**config.mk**
```make
export PLATFORM = sky130hd
export DESIGN_NAME = circuit1_pipe
export DESIGN_NICKNAME = d
export VERILOG_FILES = /design/src/rtl/circuit1_pipe.sv
export SDC_FILE = /design/constraint.sdc
export NUM_CORES = 1
export LEC_CHECK = 0
export BUFFER_PORTS_ARGS = -buffer_cell sky130_fd_sc_hd__buf_2
export CAP_MARGIN = 20
export CORE_ASPECT_RATIO = 0.5
export CORE_UTILIZATION = 30
export CTS_CLUSTER_DIAMETER = 40
export CTS_CLUSTER_SIZE = 14
export DETAILED_ROUTE_END_ITERATION = 16
export MAX_ROUTING_LAYER = met4
export PLACE_DENSITY = 0.45
export SLEW_MARGIN = 10
export SYNTH_ARGS = -nofsm -noshare
export SYNTH_HDL_FRONTEND = slang
export SYNTH_SLANG_ARGS = --single-unit
```
**constraint.sdc**
```tcl
create_clock -name clk -period 2.84 [get_ports clk]
set_input_delay 0.568 -clock clk [delete_from_list [all_inputs] [get_ports clk]]
set_output_delay 0.568 -clock clk [all_outputs]
set_load 0.01 [all_outputs]
```
**src/rtl/circuit1_pipe.sv**
```systemverilog
// -----------------------------------------------------------------------------
// circuit1_pipe
//   Two-stage pipelined Circuit1 datapath with valid/ready handshakes.
//   Stage 1 registers d = a+b, e = a+c (both mod 2^W) and the full signed
//   product f = a*c. Stage 2 registers z = g ? e : d, where g is the
//   compare selected by CMP_MODE, and x = f - sign_extend(d) (mod 2^2W).
//
// Parameters
//   W         operand width (>= 2); z is W bits, x is 2W bits
//   CMP_MODE  0: d>e, 1: d<e, 2: d==e, anything else behaves as 0
//
// Ports
//   clk        rising-edge clock
//   rst_n      asynchronous active-low reset
//   a, b, c    signed W-bit operands
//   in_valid   producer presents a/b/c
//   in_ready   block accepts a/b/c (combinational from stage state + out_ready)
//   z          signed W-bit selected result
//   x          signed 2W-bit product-minus-sum result
//   out_valid  z/x valid
//   out_ready  consumer accepts z/x
// -----------------------------------------------------------------------------
module circuit1_pipe #(
    parameter int W        = 8,
    parameter int CMP_MODE = 0
) (
    input  logic                  clk,
    input  logic                  rst_n,
    input  logic signed [W-1:0]   a,
    input  logic signed [W-1:0]   b,
    input  logic signed [W-1:0]   c,
    input  logic                  in_valid,
    output logic                  in_ready,
    output logic signed [W-1:0]   z,
    output logic signed [2*W-1:0] x,
    output logic                  out_valid,
    input  logic                  out_ready
);

    // Compare of d against e, both treated as signed W-bit values.
    function automatic logic cmp_g(input logic signed [W-1:0] dv,
                                   input logic signed [W-1:0] ev);
        logic res;
        case (CMP_MODE)
            32'sd1:  res = (dv < ev);
            32'sd2:  res = (dv == ev);
            default: res = (dv > ev);
        endcase
        return res;
    endfunction

    logic                  v1_r;
    logic                  v2_r;
    logic signed [W-1:0]   d_r;
    logic signed [W-1:0]   e_r;
    logic signed [2*W-1:0] f_r;
    logic signed [W-1:0]   z_r;
    logic signed [2*W-1:0] x_r;

    logic                  adv1_s;
    logic                  adv2_s;
    logic signed [W-1:0]   d_s;
    logic signed [W-1:0]   e_s;
    logic signed [2*W-1:0] a_ext_s;
    logic signed [2*W-1:0] c_ext_s;
    logic signed [2*W-1:0] f_s;
    logic signed [2*W-1:0] d_ext_s;
    logic                  g_s;
    logic signed [W-1:0]   z_s;
    logic signed [2*W-1:0] x_s;

    // Advance conditions: an empty stage never blocks the one feeding it.
    // During reset both valids are low, so in_ready reads 1.
    always_comb begin
        adv2_s   = !v2_r || out_ready;
        adv1_s   = !v1_r || adv2_s;
        in_ready = adv1_s;
    end

    // Stage-1 arithmetic: wrapping sums and the untruncated 2W-bit product.
    always_comb begin
        d_s     = a + b;
        e_s     = a + c;
        a_ext_s = {{W{a[W-1]}}, a};
        c_ext_s = {{W{c[W-1]}}, c};
        f_s     = a_ext_s * c_ext_s;
    end

    // Stage-2 arithmetic: select and product-minus-sign-extended-sum.
    always_comb begin
        g_s     = cmp_g(d_r, e_r);
        z_s     = g_s ? e_r : d_r;
        d_ext_s = {{W{d_r[W-1]}}, d_r};
        x_s     = f_r - d_ext_s;
    end

    // Stage-1 registers: valid follows in_valid on advance, data loads only
    // on an actual input transfer so stalled contents are held.
    always_ff @(posedge clk or negedge rst_n) begin
        if (!rst_n) begin
            v1_r <= 1'b0;
            d_r  <= {W{1'b0}};
            e_r  <= {W{1'b0}};
            f_r  <= {(2*W){1'b0}};
        end else if (adv1_s) begin
            v1_r <= in_valid;
            if (in_valid) begin
                d_r <= d_s;
                e_r <= e_s;
                f_r <= f_s;
            end
        end
    end

    // Stage-2 registers: z/x load only when stage 1 holds a result, so the
    // outputs never change while out_valid is low or the consumer stalls.
    always_ff @(posedge clk or negedge rst_n) begin
        if (!rst_n) begin
            v2_r <= 1'b0;
            z_r  <= {W{1'b0}};
            x_r  <= {(2*W){1'b0}};
        end else if (adv2_s) begin
            v2_r <= v1_r;
            if (v1_r) begin
                z_r <= z_s;
                x_r <= x_s;
            end
        end
    end

    assign z         = z_r;
    assign x         = x_r;
    assign out_valid = v2_r;

endmodule
```
==> results of run 1 <==
## sequential cells by signal, summed over array words and instances, names as in the netlist
register	count
v1_r	1
out_valid	1
e_r	8
d_r	8
z	8
f_r	16
x	16
## worst min path at each step
stage / startpoint / end / slack, ns / cells past startpoint
finish: rst_n / x[15]$_DFFE_PN0P_ / 0.14 / 1
global route: rst_n / x[15]$_DFFE_PN0P_ / 0.16 / 1
CTS: rst_n / x[15]$_DFFE_PN0P_ / 0.14 / 1
detailed placement: x[7]$_DFFE_PN0P_ / x[7]$_DFFE_PN0P_ / 0.47 / 2
global placement: z[3]$_DFFE_PN0P_ / z[3]$_DFFE_PN0P_ / 0.46 / 2
floorplan: rst_n / d_r[0]$_DFFE_PN0P_ / 0.27 / 0
## metal layers
metal | GRT usage [%] | routed length [um] | share of wire, %
met2 | 23.7 | 5880 | 41
met1 | 21.8 | 7980 | 56
met3 | 2.20 | 368 | 2.6
met5 | - | 0 | 0
met4 | 2.60 | 80 | 0.56
## timing repair
item	CTS	global route
pin swaps	34	27
resized for setup	52	22
endpoints found under the setup margin	12	12
setup buffers	5	3
## worst max-delay path, delay by kind of cell
family	cells	cell delay (ns)
adders and majority gates	5	2.28
and+or+nand+nor	1	0.15
buffers and inverters	5	0.29
AOI/OAI and AO/OA	6	0.99
## where the power goes
| part | internal, mW | switching [mW] | total (mW) |
|---|---|---|---|
| Combinational | 2.32 | 2.43 | 4.75 |
| Sequential | 1.15 | 0.210 | 1.36 |
| Clock | 0.784 | 0.372 | 1.16 |
## cell type report
cell class              count  share of cell area, %
multi-input cells         468                   56.3
flip-flops and latches     58                   18.3
inverters                 112                   5.29
clock inverters             5                  0.992
repair buffers            127                   12.0
well taps                 266                   4.19
clock buffers              10                   3.01
## per-stage QoR
| stage | TNS [ns] | util, % | hold slack (ns) | cells |
|---|---|---|---|---|
| 2_1_floorplan | -10.40 | - | 0.272 | 649 |
| 3_3_place_gp | -14.86 | 37.3 | 0.457 | 1026 |
| 3_5_place_dp | -15.26 | 37.3 | 0.465 | 1026 |
| 4_1_cts | -9.94 | 40.1 | 0.141 | 1045 |
| 5_1_grt | -11.34 | 40.6 | 0.164 | 1046 |
| 6_report | -10.05 | 40.6 | 0.135 | 1046 |
## cells by family (layout without fill, tap and decap cells)
logic type | Yosys count | count (layout)
simple gates | 169 | 169
mux | 15 | 15
compound gates | 120 | 120
fa+ha+maj | 125 | 125
buf+inv | 123 | 254
flops | 58 | 58
xor+xnor | 39 | 39
## synthesized netlist by cell type (2+ instances only)
library cell | number | area share, %
inv_1 | 112 | 6.9
nand2_1 | 70 | 4.3
ha_1 | 67 | 14
dfrtp_1 | 58 | 24
fa_1 | 58 | 19
o21ai_0 | 53 | 4.4
and2_1 | 38 | 3.9
nor2_1 | 21 | 1.3
xor2_1 | 21 | 3.0
xnor2_1 | 18 | 2.6
a21oi_1 | 15 | 1.2
o21a_1 | 11 | 1.4
clkbuf_1 | 10 | 0.62
a21o_1 | 9 | 1.1
mux2i_1 | 9 | 1.5
nand2b_1 | 9 | 0.93
nor2b_1 | 8 | 0.83
nor3_1 | 8 | 0.66
mux2_2 | 6 | 1.1
a211oi_1 | 5 | 0.62
o31ai_1 | 4 | 0.50
or3_1 | 3 | 0.31
a311o_1 | 2 | 0.33
and2b_2 | 2 | 0.29
nand4_1 | 2 | 0.21
o21ai_1 | 2 | 0.17
o21bai_1 | 2 | 0.25
or2_2 | 2 | 0.21
==> metrics.yaml, run 1 <==
pin_count: 54
finalHoldViolCount: 0
fmax_mhz: 248
final_cell_mix: "inv_1 (94), nand2_1 (69), buf_4 (67)"
path_clk_slew_ns: 0.05
hold_path_class: "in -> async"
grt_start_max_net_pins: 48
worstSetupEndpoint: "f_r[12]$_DFFE_PN0P_"
max_stage_delay_ns: 0.57
multi_input_area_sq_um: 4470
cts_hold_buf: 0
first_pass_iters: 4
rsz0062_at_grt: "true"
r2r_cells: 9
ctsLongestPathBuffers: 2
core_sq_um: 19600
seq_area_sq_um: 1450
drtIter0Drc: 150
crit_start: "a[3]"
leakagePower_nw: 3.86
ys_types: 52
die_h_um: 102
placed_cell_area_sq_um: 7310
remaining_drc_errors: 0
cp_common_cell: "fa_1"
synth-adder-area-share_pct: 33.0
routed_wl_um: 14300
synthArstFlopShare_pct: 100
yosys_warnings: 0
antenna_found_initial: 0
worstPathArrival_ns: 4.27
final_common_cell: "inv_1"
crit_fanout: 5
setup.worst_path.start_class: "input port"
peakVddDrop_v: 0.000382
drv_cap: 0
dp_slack_ns: -1.66
slowest_stage: "fa_1"
root_buffer: "clkbuf_16"
p_total_mw: 7.27
cts_buffers: 9
setup_viol: 11
timing.rr.start: "d_r[0]$_DFFE_PN0P_"
worstSkewPairLatency_ns: 0.33
grt_usage_pct: 15.4
routed_via_density: 4.35
io_buffers: 53
synth-xor-area-share_pct: 5.64
clock_skew_ns: 0.00862
crit_path_end_kind: "flop"
synth_ff_type: "dfrtp_1"
dp.final_hpwl_um: 12200
die_w_um: 203
routed-via-count: 4551
criticalPathCategory: "in -> reg"
regToRegSetupSlack_ns: 0.32
synth_compound_area_share_pct: 13.3
synth_edf_count: 0
worst_pin_slew_ns: 0.491
cts_sinks: 58
routedWlPerCell_um: 13.7
grt_pass1_wl_um: 24000
drtAntennaViolNets: 0
start_util_pct: 30.9
n_fill_cell: 2025
grt_overflow_total: 0
synth_top_family_by_area: "adder cells"
fin_area_sq_um: 7950
violations: "negative setup slack"
period_needed_ns: 4.04
row_count: 36
ys_ff_latch: 58
syn_avg_cell_area_sq_um: 9.33
r2r-end: "x[14]$_DFFE_PN0P_"
syn_nets: 802
run_status: "finished with violations"
required_ns: 3.07
gp_congestion: 0.781
drive_gt1_share_pct: 30.5
synth_area_sq_um: 6050
first_global_vias: 4717
power_density_nw_per_um2: 915
crit_chain: "buf_8, and2_4, fa_1, inv_2, fa_1, inv_2, fa_1, inv_1, fa_1, inv_2, ha_4, o21a_1, o21ai_2, a21oi_2, o21a_1, o21a_1, o31ai_1"
nets: 929
relSlewSlack_pct: 67.2
maxSlewViolCount: 0
setup_ws_ns: -1.20
die-area_sq_um: 20800
htreeDepth: 3
synth_cells: 649
synth-simple-area-share_pct: 13.7
cts_tree: "built"
finalCritPeriodShare_pct: 142
area_growth_pct: 31.3
ys_seq_area_share_pct: 24.0
synth_mux_area_share_pct: 2.60
antenna_cells: 0
(Power assumes the default switching activity.)
==> run 2, diff against run 1 <==
--- a/config.mk
+++ b/config.mk
@@ -5,13 +5,16 @@
 export SDC_FILE = /design/constraint.sdc
 export NUM_CORES = 1
 export LEC_CHECK = 0
+export ABC_AREA = 1
 export BUFFER_PORTS_ARGS = -buffer_cell sky130_fd_sc_hd__buf_2
 export CAP_MARGIN = 20
 export CORE_ASPECT_RATIO = 0.5
+export CORE_MARGIN = 5
 export CORE_UTILIZATION = 30
 export CTS_CLUSTER_DIAMETER = 40
 export CTS_CLUSTER_SIZE = 14
 export DETAILED_ROUTE_END_ITERATION = 16
+export GPL_ROUTABILITY_DRIVEN = 0
 export MAX_ROUTING_LAYER = met4
 export PLACE_DENSITY = 0.45
 export SLEW_MARGIN = 10
==> metrics.yaml, run 2 <==
run_status: "finished with violations"
violations: "negative setup slack"
cts_sinks: 58  # unchanged
worst_pin_slew_ns: 0.736  # +0.245 ns
rsz0062_at_grt: "true"
netSwitchingPower_mw: 4.05  # +34%
power_frac_clock_pct: 14.9  # -1.0 points
seq_area_sq_um: 1450  # unchanged
synth-xor-area-share_pct: 2.27  # -3.4 points
yosys_warnings: 0  # unchanged
worstSkewPairLatency_ns: 0.33  # about the same
multi_input_area_sq_um: 4750  # +6.2%
grt_usage_pct: 15.7  # +0.24 points
synth_area_sq_um: 6550  # +8.2%
crit_chain: "buf_8, nand2_2, inv_2, fa_2, inv_4, fa_1, inv_1, fa_1, inv_2, fa_1, inv_2, ha_4, buf_6, nand2_4, nor3_4, nand3_4, nand3_2, nand2_1, a31oi_1"
die_w_um: 219  # +7.9%
instances_no_fill: 1326  # +27%
row_count: 38  # +5.6%
ys_seq_area_share_pct: 22.2  # -1.8 points
hold_path_class: "in -> async"
grt_start_max_net_pins: 34  # -29%
nets: 1174  # +26%
first_pass_iters: 6  # +2
slowest_stage: "fa_2"
cp.depth: 19  # +2
maxSlewViolCount: 0  # unchanged
drive_gt1_share_pct: 26.9  # -3.6 points
crit_path_end_kind: "flop"
remaining_drc_errors: 0  # unchanged
yosysMostFrequentCell: "nand2_1"
cts_tree: "built"
routedWlPerCell_um: 13.9  # +1.3%
cts_buffers: 9  # unchanged
required_ns: 3.09  # +0.02 ns
path_buf_inv: 7  # +2
ys_types: 33  # -37%
ys_ff_latch: 58  # unchanged
synth_common_cells: "nand2_1 (250), inv_1 (197), ha_1 (67), dfrtp_1 (58), fa_1 (58)"
routed-via-count: 5835  # +28%
synth-adder-area-share_pct: 30.5  # -2.5 points
htreeDepth: 3  # unchanged
synth_cells: 884  # +36%
grt_pass1_wl_um: 30600  # +28%
drtIter0Drc: 336  # +120%
synth_compound_area_share_pct: 7.62  # -5.7 points
relSlewSlack_pct: 51.0  # -16 points
p_seq_share_pct: 15.0  # -3.8 points
grt_overflow_total: 0  # unchanged
cts_hold_buf: 0  # unchanged
drv_cap: 0  # unchanged
setup_viol: 11  # unchanged
synth-simple-area-share_pct: 25.0  # +11 points
finalCritPeriodShare_pct: 137  # -5.6 points
die-area_sq_um: 25100  # +21%
finalSetupTns_ns: -9.36  # +0.693 ns
n_fill_cell: 2271  # +12%
start_util_pct: 30.4  # -0.54 points
synthArstFlopShare_pct: 100  # unchanged
worstPathArrival_ns: 4.13  # -0.14 ns
synthTopCellsByArea: "dfrtp_1 (22%), fa_1 (18%), nand2_1 (14%), ha_1 (13%), inv_1 (11%)"
synth_top_area_cell: "dfrtp_1"
drtAntennaViolNets: 0  # unchanged
antenna_found_initial: 0  # unchanged
ctsLongestPathBuffers: 2  # unchanged
crit_fanout: 10  # +5
antenna_cells: 0  # unchanged
root_buffer: "clkbuf_16"
period_needed_ns: 3.88  # -0.158 ns
synth_edf_count: 0  # unchanged
area_growth_pct: 35.0
criticalPathCategory: "in -> reg"
place_inst: 1285  # +25%
final_common_cell: "nand2_1"
syn_nets: 1037  # +29%
io_buffers: 53  # unchanged
routed_wl_um: 18400  # +28%
die_h_um: 115  # +12%
finalHoldViolCount: 0  # unchanged
setup_ws_ns: -1.04  # +0.158 ns
p_int_mw: 4.97  # +17%
power_density_nw_per_um2: 1020  # +12%
swShare_pct: 44.9  # +3.4 points
final_cell_mix: "nand2_1 (227), inv_1 (166), buf_4 (63)"
crit_family: "adder cells"
synth_ff_type: "dfrtp_1"
pin_count: 54  # unchanged
synth_mux_area_share_pct: 0  # -2.6 points
fmax_mhz: 258  # +4.1%
clock_skew_ns: 0.00823  # -0.000388 ns
hold_ws_ns: 0.290  # +0.155 ns
yosysTopAreaCellShare_pct: 22.2  # -1.8 points
setup.worst_path.start_class: "input port"
path_clk_slew_ns: 0.05  # about the same
peakVddDrop_v: 0.000426  # +12%
synth_top_family_by_area: "adder cells"
max_stage_delay_ns: 0.60  # +0.03 ns
routed_via_density: 4.40  # +1.1%
pwr-share-comb_pct: 70.1  # +4.7 points
dp.final_hpwl_um: 14800  # +21%
r2r_cells: 8  # -1
leakagePower_nw: 4.71  # +22%
core_sq_um: 21600  # +10%
first_global_vias: 6023  # +28%
syn_avg_cell_area_sq_um: 7.41  # -21%
dp_slack_ns: -1.50  # +0.158 ns
-- run 2: cell count changes after synthesis, sizes merged, moves of 10 or more --
cell | before | now
inv | 112 | 198
nand4 | 2 | 12
and2 | 38 | 0
nand3 | 1 | 58
a21oi | 15 | 31
o21ai | 57 | 42
o21a | 11 | 0
nor2 | 22 | 41
nand2 | 70 | 255
xor2 | 21 | 8
-- run 2: per-layer routing --
| layer | share of wire (%) | routed length [um] | up-vias | GRT usage (%) |
|---|---|---|---|---|
| li1 | - | - | 3002 | - |
| met1 | 53 | 9810 | 2731 | 22.7 |
| met2 | 43 | 7840 | 95 | 23.8 |
| met3 | 3.4 | 631 | 7 | 2.03 |
| met4 | 0.57 | 105 | 0 | 2.72 |
| met5 | 0 | 0 | - | - |
-- run 2: power groups by stage --
| stage | clock, mW | sequential, mW | combinational, mW |
|---|---|---|---|
| floorplan | 0 | 1.40 | 3.59 |
| global route | 1.41 | 1.40 | 7.14 |
| CTS | 1.38 | 1.36 | 5.93 |
| detailed placement | 0 | 1.37 | 5.41 |
| finish | 1.34 | 1.36 | 6.32 |
| global placement | 0 | 1.37 | 5.39 |
-- run 2: final timing paths --
check / start / end / slack, ns
min in group clk: x[13]$_DFFE_PN0P_ / x[13]$_DFFE_PN0P_ / 0.47
max reg2reg: d_r[7]$_DFFE_PN0P_ / x[9]$_DFFE_PN0P_ / 0.75
max: a[7] / f_r[14]$_DFFE_PN0P_ / -1.04
min reg2reg: x[13]$_DFFE_PN0P_ / x[13]$_DFFE_PN0P_ / 0.47
min: rst_n / f_r[15]$_DFFE_PN0P_ / 0.29
max in group asynchronous: rst_n / x[4]$_DFFE_PN0P_ / 1.91
-- run 2: stage by stage --
stage               utilization, %  power (mW)  cell area (sq um)
finish                        41.0        9.02               8840
global route                  41.0        9.95               8840
CTS                           39.9        8.67               8620
detailed placement            36.0        6.78               7770
global placement              36.0        6.77               7770
floorplan                        -        4.98               6730
-- run 2: what timing repair did --
action / 4_1_cts / 5_1_grt
hold endpoints to repair: 0 / 0
gates cloned: 0 / 0
pin swaps: 41 / 31
resized for setup: 101 / 46
buffers inserted: 18 / 8
endpoints found under the setup margin: 11 / 11
-- run 2: logic make-up (layout without fill, tap and decap cells) --
family	Yosys count	count (layout)
adders and majority gates	125	125
DFF	58	58
and+or+nand+nor	384	384
AOI/OAI and AO/OA	88	88
xor gates and xnor gates	17	17
buffers and inverters	212	354
-- run 2: area by class of cell --
| cell class | count | share of cell area, % |
|---|---|---|
| multi-input combinational | 614 | 53.7 |
| sequential | 58 | 16.4 |
| timing repair buffer | 140 | 12.9 |
| inverter | 198 | 8.57 |
| tap | 300 | 4.24 |
| clock buffer | 11 | 2.74 |
| clock inverter | 5 | 1.41 |
-- run 2: worst reg2reg max path: stages (launching register included) --
cell and delay [ns]:
dfrtp_1 0.42, inv_1 0.28, ha_1 0.36, a21oi_1 0.19, o21ai_0 0.17, nand3b_1 0.22
or2_1 0.22, nand3_1 0.07, nand2_1 0.06
